<file path="src/rtl/serial_bus_pkg.sv">
// -----------------------------------------------------------------------------
// serial_bus_pkg
// Shared types and constants for the two-master serial bus arbiter.
//   arb_state_t        : arbiter FSM states (IDLE, OWN_M1, OWN_M2, GAP)
//   M1_ID / M2_ID      : master id encoding used by resume_master and last-owner
//   DEFAULT_GAP_CYCLES : default handover gap between owners
//   DEFAULT_GAP_W      : default gap counter width
// -----------------------------------------------------------------------------
package serial_bus_pkg;

  typedef enum logic [1:0] {
    IDLE   = 2'd0,
    OWN_M1 = 2'd1,
    OWN_M2 = 2'd2,
    GAP    = 2'd3
  } arb_state_t;

  localparam logic M1_ID = 1'b0;
  localparam logic M2_ID = 1'b1;

  localparam int DEFAULT_GAP_CYCLES = 1;
  localparam int DEFAULT_GAP_W      = 4;

endpackage

</file>
<file path="src/rtl/arb_gap_timer.sv">
// -----------------------------------------------------------------------------
// arb_gap_timer
// Loadable down-counter that times the idle gap between two bus owners.
// The count saturates at zero; o_zero is a plain decode of the count register.
// Ports:
//   i_clock    : system clock
//   i_rst      : synchronous reset, active-high (count -> 0)
//   i_load     : load i_load_val this cycle (takes precedence over counting)
//   i_load_val : value loaded on i_load
//   o_zero     : count register is zero
// -----------------------------------------------------------------------------
module arb_gap_timer
  import serial_bus_pkg::*;
#(
  parameter int GAP_W = DEFAULT_GAP_W
) (
  input  logic             i_clock,
  input  logic             i_rst,
  input  logic             i_load,
  input  logic [GAP_W-1:0] i_load_val,
  output logic             o_zero
);

  logic [GAP_W-1:0] r_count;

  always_ff @(posedge i_clock) begin
    if (i_rst) begin
      r_count <= '0;
    end else if (i_load) begin
      r_count <= i_load_val;
    end else if (r_count != '0) begin
      r_count <= r_count - 1'b1;
    end
  end

  assign o_zero = (r_count == '0);

endmodule

</file>
<file path="src/rtl/serial_bus_arbiter.sv">
// -----------------------------------------------------------------------------
// serial_bus_arbiter
// Arbitrates the shared serial bus between master 1 and master 2, enforces an
// idle gap between owners and supports split transactions (park / resume).
//
// Build option: define ARB_ROUND_ROBIN_EN to alternate priority between the
// two masters for ordinary (non-resume) requests; otherwise m1 beats m2.
//
// Handshake: a master raises mX_req and holds it for the whole transaction;
// mX_grant rises one edge after the request is sampled in IDLE and stays high
// until the master drops mX_req (release) or the slave pulses bus_split
// (park). A parked master keeps its req high and is only eligible again once
// a split_resume for it has been seen; dropping req while parked aborts.
//
// Ports:
//   clock, rst          : clock and synchronous active-high reset
//   m1_req, m2_req      : bus requests
//   bus_split           : owner's transaction is split (pulse)
//   split_resume        : a split transaction may complete (pulse)
//   resume_master       : master id for split_resume (0 = m1, 1 = m2)
//   m1_grant, m2_grant  : registered exclusive grants
//   split_parked        : per-master parked flags, bit0 = m1
//   arb_busy            : FSM is not in IDLE
// -----------------------------------------------------------------------------
module serial_bus_arbiter
  import serial_bus_pkg::*;
#(
  parameter int GAP_CYCLES = DEFAULT_GAP_CYCLES,
  parameter int GAP_W      = DEFAULT_GAP_W
) (
  input  logic       clock,
  input  logic       rst,
  input  logic       m1_req,
  input  logic       m2_req,
  input  logic       bus_split,
  input  logic       split_resume,
  input  logic       resume_master,
  output logic       m1_grant,
  output logic       m2_grant,
  output logic [1:0] split_parked,
  output logic       arb_busy
);

  localparam logic [GAP_W-1:0] GAP_LOAD = GAP_W'(GAP_CYCLES - 1);

  arb_state_t r_state;
  arb_state_t w_next_state;

  logic [1:0] r_parked;
  logic [1:0] r_pending;
  logic       r_m1_grant;
  logic       r_m2_grant;
  logic       r_busy;

  logic [1:0] w_req;
  logic [1:0] w_elig;
  logic [1:0] w_resume_req;
  logic       w_win_valid;
  logic       w_win_id;
  logic [1:0] w_split_park;
  logic [1:0] w_grant_now;
  logic [1:0] w_resume_hit;
  logic       w_gap_load;
  logic       w_gap_zero;

`ifdef ARB_ROUND_ROBIN_EN
  logic r_last_owner;
`endif

  assign w_req        = {m2_req, m1_req};
  // A parked master is only eligible once its resume is pending.
  assign w_elig       = w_req & (~r_parked | r_pending);
  assign w_resume_req = w_req & r_pending;

  // Winner selection used only when the FSM sits in IDLE.
  always_comb begin
    w_win_valid = 1'b0;
    w_win_id    = M1_ID;
    if (w_resume_req[0]) begin
      w_win_valid = 1'b1;
      w_win_id    = M1_ID;
    end else if (w_resume_req[1]) begin
      w_win_valid = 1'b1;
      w_win_id    = M2_ID;
    end else if (w_elig == 2'b11) begin
      w_win_valid = 1'b1;
`ifdef ARB_ROUND_ROBIN_EN
      w_win_id    = ~r_last_owner;
`else
      w_win_id    = M1_ID;
`endif
    end else if (w_elig[0]) begin
      w_win_valid = 1'b1;
      w_win_id    = M1_ID;
    end else if (w_elig[1]) begin
      w_win_valid = 1'b1;
      w_win_id    = M2_ID;
    end
  end

  // Next-state logic. A split in the same cycle as a req drop both lead to GAP;
  // the parked flag below is what distinguishes them.
  always_comb begin
    w_next_state = r_state;
    case (r_state)
      IDLE: begin
        if (w_win_valid) begin
          w_next_state = (w_win_id == M1_ID) ? OWN_M1 : OWN_M2;
        end
      end
      OWN_M1: if (bus_split || !m1_req) w_next_state = GAP;
      OWN_M2: if (bus_split || !m2_req) w_next_state = GAP;
      GAP:    if (w_gap_zero) w_next_state = IDLE;
      default: w_next_state = IDLE;
    endcase
  end

  assign w_gap_load   = (w_next_state == GAP) && (r_state != GAP);
  assign w_split_park = bus_split ? {r_state == OWN_M2, r_state == OWN_M1} : 2'b00;
  assign w_grant_now  = (r_state == IDLE && w_win_valid) ?
                        ((w_win_id == M2_ID) ? 2'b10 : 2'b01) : 2'b00;
  // Resume only counts for a master that is already parked.
  assign w_resume_hit = split_resume ?
                        (r_parked & ((resume_master == M2_ID) ? 2'b10 : 2'b01)) : 2'b00;

  arb_gap_timer #(
    .GAP_W(GAP_W)
  ) u_gap_timer (
    .i_clock    (clock),
    .i_rst      (rst),
    .i_load     (w_gap_load),
    .i_load_val (GAP_LOAD),
    .o_zero     (w_gap_zero)
  );

  always_ff @(posedge clock) begin
    if (rst) begin
      r_state    <= IDLE;
      r_m1_grant <= 1'b0;
      r_m2_grant <= 1'b0;
      r_busy     <= 1'b0;
    end else begin
      r_state    <= w_next_state;
      r_m1_grant <= (w_next_state == OWN_M1);
      r_m2_grant <= (w_next_state == OWN_M2);
      r_busy     <= (w_next_state != IDLE);
    end
  end

  // Park/pending bookkeeping per master: split, then grant/abort, then resume.
  always_ff @(posedge clock) begin
    if (rst) begin
      r_parked  <= 2'b00;
      r_pending <= 2'b00;
    end else begin
      for (int i = 0; i < 2; i++) begin
        if (w_split_park[i]) begin
          r_parked[i]  <= 1'b1;
          r_pending[i] <= 1'b0;
        end else if (w_grant_now[i] || (r_parked[i] && !w_req[i])) begin
          r_parked[i]  <= 1'b0;
          r_pending[i] <= 1'b0;
        end else if (w_resume_hit[i]) begin
          r_pending[i] <= 1'b1;
        end
      end
    end
  end

`ifdef ARB_ROUND_ROBIN_EN
  always_ff @(posedge clock) begin
    if (rst) begin
      r_last_owner <= M2_ID;
    end else if (r_state == IDLE && w_win_valid) begin
      r_last_owner <= w_win_id;
    end
  end
`endif

  assign m1_grant     = r_m1_grant;
  assign m2_grant     = r_m2_grant;
  assign split_parked = r_parked;
  assign arb_busy     = r_busy;

endmodule

</file>
<file path="config.mk">
export PLATFORM = sky130hd
export DESIGN_NAME = serial_bus_arbiter
export DESIGN_NICKNAME = d
export VERILOG_FILES = /design/src/rtl/serial_bus_pkg.sv /design/src/rtl/arb_gap_timer.sv /design/src/rtl/serial_bus_arbiter.sv
export SDC_FILE = /design/constraint.sdc
export NUM_CORES = 1
export LEC_CHECK = 0
export BUFFER_PORTS_ARGS = -buffer_cell sky130_fd_sc_hd__buf_2
export CAP_MARGIN = 20
export CORE_MARGIN = 2
export CORE_UTILIZATION = 40
export DETAILED_ROUTE_END_ITERATION = 12
export GPL_TIMING_DRIVEN = 1
export PLACE_DENSITY_LB_ADDON = 0.08
export SLEW_MARGIN = 5
export SYNTH_ARGS = -nofsm -noshare
export SYNTH_HDL_FRONTEND = slang
export SYNTH_SLANG_ARGS = --single-unit
export TNS_END_PERCENT = 100
</file>
<file path="constraint.sdc">
create_clock -name clock -period 3.3 [get_ports clock]
set_input_delay 0.165 -clock clock [delete_from_list [all_inputs] [get_ports clock]]
set_output_delay 0.165 -clock clock [all_outputs]
set_load 0.02 [all_outputs]
</file>
=== Yosys cells after proc, flatten, opt, wreduce, memory -nomap -nowiden ===
Index checks and enable logic that the tools add are counted.

* Bits in registers: 13
* Output and inout port bits: 5

* Add/subtract/negate cells: 1
* Equality and inequality tests: 8
* Mux-type cells: 23
* Bitwise logic cells: 5
* Reduce and logical (&&, ||, !) cells: 19

{| class="wikitable"
|+ Operators with widths
! operator !! number
|-
| 2-to-1 mux 2 bit || 9
|-
| 2-to-1 mux 1 bit || 13
|-
| equality test 2 bit, second input constant || 5
|-
| case mux 2 bit (4 select lines) || 1
|-
| bitwise AND 2 bit || 3
|-
| nonzero test 2 bit || 3
|-
| OR reduction 3 bit || 2
|-
| equality test 2 x 1 -> 1 bit, second input constant || 2
|-
| logical AND 1 bit || 4
|-
| zero test 4 bit || 1
|-
| logical OR 1 bit || 4
|-
| nonzero test 4 bit || 1
|-
| subtractor 4 x 1 -> 4 bit, second input constant || 1
|-
| zero test 1 bit || 2
|-
| zero test 2 bit || 1
|-
| != test 2 bit, second input constant || 1
|-
| inverter 2 bit || 1
|-
| OR 2 bit || 1
|-
| OR reduction 2 bit || 1
|}

=== Longest topological paths before layout ===
Gate-level depths: netlist of run 1.

* Word-level depth: 14
* Gate-level depth with buffers: 6

=== Hierarchy ===
Synthesis of run 1 repeated with hierarchy kept, for this count alone.

* Cell total of the unflattened synthesis: 80
* Area total of the unflattened synthesis: 725.7 um^2

{| class="wikitable"
|+ By module, submodules not included
! module !! times used !! cells each !! area each (um^2)
|-
| serial_bus_arbiter || 1 || 56 || 496.7
|-
| arb_gap_timer || 1 || 24 || 229.0
|}

=== Least setup slack after synthesis of run 1 ===
Ideal clock, no wire load.

* Path type: register to register
* From: register u_gap_timer.r_count[0]
* To: register r_m1_grant, in the netlist m1_grant
* Setup time: 0.087 ns
* Data arrival time: 1.253 ns
* Setup slack: 1.959 ns
* Stages on the path, launching flop included: 7
* Clock period less this slack: 1.341 ns
* Cells stage by stage: dfxtp_1 inv_1 ha_1 nand4bb_1 o21ai_0 a22o_1 nor4b_2

* Word-level cells in the longest chain between the ends: 4

{| class="wikitable"
|+ Ends and longest elaborated chain
! element !! line !! source
|-
| start, declared || arb_gap_timer.sv:24 || <nowiki>logic [GAP_W-1:0] r_count;</nowiki>
|-
| start signal, assigned || arb_gap_timer.sv:30 || <nowiki>r_count <= i_load_val;</nowiki>
|-
| start signal, assigned || arb_gap_timer.sv:32 || <nowiki>r_count <= r_count - 1'b1;</nowiki>
|-
| zero test 4 bit || arb_gap_timer.sv:36 || <nowiki>assign o_zero = (r_count == '0);</nowiki>
|-
| 2-to-1 mux 2 bit || serial_bus_arbiter.sv:113 || <nowiki>GAP: if (w_gap_zero) w_next_state = IDLE;</nowiki>
|-
| case mux 2 bit (4 select lines) || serial_bus_arbiter.sv:105 || <nowiki>case (r_state)</nowiki>
|-
| equality test 2 x 1 -> 1 bit || serial_bus_arbiter.sv:144 || <nowiki>r_m1_grant <= (w_next_state == OWN_M1);</nowiki>
|-
| end signal, assigned || serial_bus_arbiter.sv:144 ||
|-
| end, declared || serial_bus_arbiter.sv:51 || <nowiki>logic r_m1_grant;</nowiki>
|}

No other way between the ends.
A chain may end at the register's enable or synchronous reset.

=== Worst setup path after layout of run 1 ===
Same ends and word-level chain as after synthesis.

==> impl_metrics.csv, run 1 <==
group,metric,value,unit
place,port_buffers,11,
cts,clkLatencyLatePin,280,ps
route,first_pass_iters,4,
run,max_cap_viol_count,0,
floorplan,initial_core_util,43.0,%
setup_path,cp_slowest_cell,"dfxtp_1",
cts,ctsHoldBuffers,0,
synth,yosys_warnings,0,
global_route,grt_pass1_vias,518,
worst_hold_path,hold_path_class,"input pin to flop",
route,drtAntennaViolNets,0,
sta,fin_crit,1470,ps
global_route,track_usage,14.6,%
setup_path,required,3490,ps
setup_path,start_kind,"flop",
floorplan,boundaryPins,12,
synth,synthCells,73,
setup_path,slowest_delay,370,ps
cts,cts_resized,0,
sta,finClkSkew,9.09,ps
layout,area_growth,14.3,%
global_route,antenna_found_initial,0,
synth,synthesis.nets,81,
cts,numCtsBuffers,3,
sta,setup-tns-final,0,ps
synth,syn_area,648,um2
floorplan,core,0.00151,mm2
synth,seq_area_frac_synth,40.2,%
place,hpwlAfterDp,963,um
sta,rsz0062_at_grt,"false",
route,vias,553,
cts,clk_pin_slew,90,ps
setup_path,crit_path_end_kind,"flop",
route,wire_per_inst,12.7,um
setup_path,critPathTopFamily,"flip-flops",
layout,nNetsFinal,95,
sta,worst_pin_slew,316,ps
sta,hold_violations,0,
layout,fillers,161,
cts,cts_tree,"yes",
synth,syn_avg_cell_area,8.88,um2
sta,max_slew_margin,78.8,%
floorplan,die_y,44.3,um
pwr,p_leak,0.293,nW
cts,cts_setup_buffers,0,
route,routed_wirelength,1290,um
cts,clkSinkCount,13,
sta,max_freq,679,MHz
place,gp_congestion,0.773,
sta,period_share,44.6,%
route,drt-initial-drc-count,13,
synth,yosysUniqueCellTypes,32,
route,drc_errors,0,
setup_path,crit_fanout,5,
global_route,grt_max_degree,13,
sta,setup_violations,0,
setup_path,worstPathCellList,"inv_1, ha_1, nand4bb_1, o21ai_0, a22o_1, nor4b_2",
route,vias_per_cell,5.42,
cts,root_buffer,"clkbuf_4",
pwr,powerDensity,701,mW/mm2
floorplan,fp.dieArea,0.00196,mm2
cts,h-tree-depth,1,
setup_path,worst-path-buf-inv,1,
floorplan,rows,14,
cts,cts_buffer_depth,2,
setup_path,crit_type,"flop to flop",
global_route,overflow,0,
layout,stdcell_count,102,
sta,slew_viol_final,0,
synth,synth_top_area_share,40.2,%
pwr,peakVddDrop,305,uV
setup_path,cp.arrival,1660,ps
layout,drive_above_1_share,25.6,%
synth,synth_seq_cells,13,
synth,netlist_top_cells_area,"dfxtp_1 40%, o21ai_0 4.6%, inv_1 4.1%",
layout,diodes,0,
floorplan,die_x,44.3,um
global_route,grt_pass1_wl,2080,um
synth,synth_top_cell_by_area,"dfxtp_1",
place,placed_cells,98,
status,status,"completed",
==> cell type report <==
class                      count  area, um2  area share [%]
multi-input combinational     51        353            47.6
sequential                    13        260            35.1
timing repair buffer          11       55.1            7.43
clock buffer                   4       26.3            3.55
inverter                       7       26.3            3.55
tap                           16       20.0            2.70
==> worst register-to-register path, stage by stage (launching register included) <==
cell	delay [ps]
dfxtp_1	370
inv_1	50
ha_1	240
nand4bb_1	130
o21ai_0	120
a22o_1	240
nor4b_2	240
==> final timing paths <==
check | start | endpoint | slack [ps] | cells after the start
hold reg to reg | split_parked[1]$_SDFFE_PP0P_ | split_parked[1]$_SDFFE_PP0P_ | 550 | 2
setup reg to reg | u_gap_timer.r_count[0]$_SDFFE_PP0N_ | m1_grant$_SDFF_PP0_ | 1830 | 6
hold / removal | rst | r_state[0]$_SDFF_PP0_ | 210 | 2
setup / recovery | u_gap_timer.r_count[0]$_SDFFE_PP0N_ | m1_grant$_SDFF_PP0_ | 1830 | 6
==> per-stage QoR <==
step	area [um2]	utilization [%]	total power [mW]	worst slack, ps	hold slack [ps]
finish	741	49.2	0.519	1830	214
floorplan	648	-	0.380	1960	329
global route	741	49.2	0.563	1730	222
CTS	741	49.2	0.524	1830	201
detailed placement	714	47.4	0.423	1850	492
global placement	714	47.4	0.419	1920	497
==> power by group <==
| group | internal (mW) | leakage [nW] | switching (mW) | total (mW) |
|---|---|---|---|---|
| clock network | 0.0469 | 0.0150 | 0.0535 | 0.100 |
| registers | 0.187 | 0.107 | 0.0259 | 0.213 |
| logic | 0.0900 | 0.171 | 0.115 | 0.205 |
==> cell usage after synthesis <==
master,number
nor4b_2,1
nor4_1,1
nand2b_1,2
a211oi_1,2
a221oi_2,1
clkbuf_1,1
o21ai_0,6
a211oi_2,1
a21boi_2,1
a31oi_1,3
mux2_2,1
nand3b_1,2
a21oi_1,4
a311o_1,1
or2_2,1
nand2_1,2
dfxtp_1,13
buf_2,1
nor4_2,1
ha_1,1
a21o_1,1
nand4bb_1,1
a22oi_1,1
o22ai_1,2
xnor2_1,1
and3_4,1
nor2_1,7
nor3_1,1
or3_1,2
a22o_1,1
inv_1,7
nand3_1,2
==> sequential cells by signal, indices dropped and copies added (netlist names) <==
register             cells
u_gap_timer.r_count      4
r_pending                2
m2_grant                 1
r_state                  2
split_parked             2
m1_grant                 1
arb_busy                 1
==> metal layers <==
| layer | track usage (%) | vias to the layer above | share of wire [%] |
|---|---|---|---|
| li1 | - | 293 | - |
| met1 | 17.3 | 250 | 50 |
| met2 | 23.2 | 8 | 45 |
| met3 | 5.31 | 2 | 4.0 |
| met4 | 7.27 | 0 | 1.2 |
| met5 | 0 | - | 0 |
==> logic make-up (layout without fill, tap and decap cells) <==
group                    count (synthesis)  after routing  share of synthesized area (%)
flip-flops                              13             13                           40.2
AO/OA/AOI/OAI                           24             24                           26.1
adder cells (fa/ha/maj)                  1              1                           1.93
XOR/XNOR                                 1              1                           1.35
AND/OR/NAND/NOR                         24             24                           23.4
buffers and inverters                    9             22                           5.40
multiplexers                             1              1                           1.74
==> cell usage in the layout, fill, tap and decap left out, types with 2 or more instances in the layout <==
master and count:
a211oi_1 2, a21oi_1 4, buf_2 11, dfxtp_1 13
clkbuf_4 3, nand3_1 2, nand2b_1 2, nor2_1 7
inv_1 7, a31oi_1 3, o21ai_0 6, nand2_1 2
nand3b_1 2, or3_1 2, o22ai_1 2
No activity file was read; power rests on OpenSTA's default activity.
==> run 2: changes to the inputs <==
--- a/config.mk
+++ b/config.mk
@@ -5,6 +5,7 @@
 export SDC_FILE = /design/constraint.sdc
 export NUM_CORES = 1
 export LEC_CHECK = 0
+export ABC_AREA = 1
 export BUFFER_PORTS_ARGS = -buffer_cell sky130_fd_sc_hd__buf_2
 export CAP_MARGIN = 20
 export CORE_MARGIN = 2
==> constraint.sdc (replaced) <==
create_clock -name clock -period 1.2 [get_ports clock]
set_input_delay 0.06 -clock clock [delete_from_list [all_inputs] [get_ports clock]]
set_output_delay 0.06 -clock clock [all_outputs]
set_load 0.02 [all_outputs]
==> impl_metrics.csv, run 2 <==
group,metric,value,unit
synth,synth_top_cell_by_area,"dfxtp_1",
synth,seq_area_frac_synth,39.8,%
cts,clkLatencyLatePin,270,ps
layout,largest_reg_flops,4,
global_route,overflow,0,
sta,finClkSkew,3.92,ps
synth,synth.most_common_cell,"nand2_1",
sta,max_slew_margin,82.6,%
synth,syn_area,654,um2
layout,area_growth,31.0,%
cts,root_buffer,"clkbuf_4",
cts,numCtsBuffers,3,
route,routed_wirelength,1330,um
sta,whs,86.2,ps
floorplan,rows,14,
floorplan,boundaryPins,12,
setup_path,cp.arrival,1470,ps
floorplan,die_y,44.4,um
setup_path,cp_slowest_cell,"dfxtp_2",
cts,cts_tree,"yes",
floorplan,die_x,44.4,um
place,hpwlAfterDp,1000,um
sta,setup_violations,4,
pwr,peakVddDrop,1020,uV
sta,slew_viol_final,0,
synth,synth_top_area_share,39.8,%
synth,yosysUniqueCellTypes,18,
global_route,track_usage,15.9,%
synth,syn_avg_cell_area,6.89,um2
setup_path,reg2reg_slack,-60,ps
global_route,grt_max_degree,8,
sta,period_share,105,%
setup_path,slowest_delay,340,ps
setup_path,crit_type,"flop to flop",
cts,cts_buffer_depth,2,
synth,synth_flop_cell,"dfxtp_1",
layout,top_register,"u_gap_timer.r_count",
sta,hold_violations,0,
sta,worst_pin_slew,260,ps
synth,synth_edf_count,0,
floorplan,fp.dieArea,0.00198,mm2
route,drtAntennaViolNets,0,
sta,rsz0062_at_grt,"true",
place,gp_congestion,0.838,
setup_path,required,1410,ps
pwr,p_leak,0.406,nW
status,violations,"setup timing",
setup_path,crit_fanout,2,
global_route,antenna_found_initial,0,
setup_path,crit_path_end_kind,"flop",
layout,layout_commonest_cell,"nand2_1",
floorplan,initial_core_util,42.9,%
sta,fin_ws,-56.6,ps
pwr,powerDensity,2140,mW/mm2
synth,synthesis.nets,103,
route,drt-initial-drc-count,9,
layout,final_util,56.2,%
route,drc_errors,0,
cts,clkSinkCount,13,
status,status,"complete, but fails checks",
layout,nNetsFinal,126,
route,wire_per_inst,9.98,um
route,vias,658,
sta,fin_crit,1260,ps
setup_path,start_kind,"flop",
layout,diodes,0,
synth,async_flop_share,0,%
cts,h-tree-depth,1,
run,max_cap_viol_count,0,
setup_path,reg2reg_depth,7,
floorplan,core,0.00152,mm2
synth,synthCells,95,
layout,layout_common_cells,"15 x nand2_1, 11 x inv_1, 11 x nor2_1, 11 x buf_2",
setup_path,worstPathCellList,"inv_2, ha_4, buf_4, or2_1, o21ai_0, inv_1, nor2_1",
layout,drive_above_1_share,38.5,%
global_route,grt_pass1_wl,2190,um
route,first_pass_iters,4,
synth,netlist_top_cells_area,"dfxtp_1 40%, nand2_1 10%, inv_1 8.0%",
route,vias_per_cell,4.95,
synth,yosys_warnings,0,
sta,setup-tns-final,-138,ps
cts,clk_pin_slew,70,ps
sta,max_freq,796,MHz
worst_hold_path,hold_path_class,"input pin to flop",
worst_hold_path,min_path_cells,3,
place,port_buffers,11,
synth,synth_seq_cells,13,
synth,synth_common_cells,"18 x nand2_1, 14 x inv_1, 13 x dfxtp_1",
global_route,grt_pass1_vias,582,
[run 2: worst max-delay path: cells and delay by family (launching register included)]
family                     cells  cell delay, ps
DFF                            1             340
and+or+nand+nor                2             290
buffers and inverters          3             230
AOI/OAI and AO/OA              1             170
adders and majority gates      1             160
[run 2: layout make-up]
type                    instances  area, um2
clock buffers                   4       26.3
multi-input cells              66        375
inverters                      16       60.1
repair buffers                 18        110
flip-flops and latches         13        265
fillers                       160        667
well taps                      16       20.0
[run 2: path summary, 6_finish.rpt]
path / endpoint / startpoint
worst max-delay path: u_gap_timer.r_count[3]$_SDFFE_PP0N_ / u_gap_timer.r_count[1]$_SDFFE_PP0N_
worst min-delay path: split_parked[1]$_SDFFE_PP0P_ / bus_split
worst max register to register: u_gap_timer.r_count[3]$_SDFFE_PP0N_ / u_gap_timer.r_count[1]$_SDFFE_PP0N_
worst min register to register: split_parked[0]$_SDFFE_PP0P_ / split_parked[0]$_SDFFE_PP0P_
[run 2: where the power goes]
| group | internal, mW | leakage [nW] | switching (mW) |
|---|---|---|---|
| combinational | 0.458 | 0.282 | 0.515 |
| sequential | 0.530 | 0.108 | 0.0668 |
| clock | 0.129 | 0.0150 | 0.132 |
| total | 1.12 | 0.406 | 0.714 |
[run 2: timing repair]
item / in CTS / in global routing
pin swaps: 2 / 2
resized for setup: 5 / 6
setup buffers: 1 / 2
hold endpoints to repair: 2 / 0
hold buffers: 1 / 0
endpoints found under the setup margin: 8 / 11
[run 2: logic make-up (layout without fill, tap and decap cells)]
group                      count (synthesis)  after routing  share of synthesized area (%)
and+or+nand+nor                           52             52                           38.2
buffers and inverters                     16             38                           9.18
AOI/OAI and AO/OA                         12             12                           9.56
DFF                                       13             13                           39.8
adders and majority gates                  1              1                           1.91
xor gates and xnor gates                   1              1                           1.34
[run 2: layer usage]
| metal | global-route usage, % | vias up | part of all wire (%) |
|---|---|---|---|
| met2 | 25.0 | 20 | 43 |
| li1 | - | 343 | - |
| met4 | 14.5 | 0 | 5.3 |
| met5 | 0 | - | 0 |
| met1 | 16.9 | 287 | 48 |
| met3 | 4.90 | 8 | 4.0 |
[run 2: through the flow]
step                power, mW  instances  instance area (um2)  worst slack [ps]
finish                   1.83        133                  857             -56.6
global route             1.98        133                  857              -140
CTS                      1.77        131                  833             -46.5
detailed placement       1.42        125                  773             -87.4
global placement         1.41        125                  773             -31.5
floorplan                1.18         95                  676              7.57
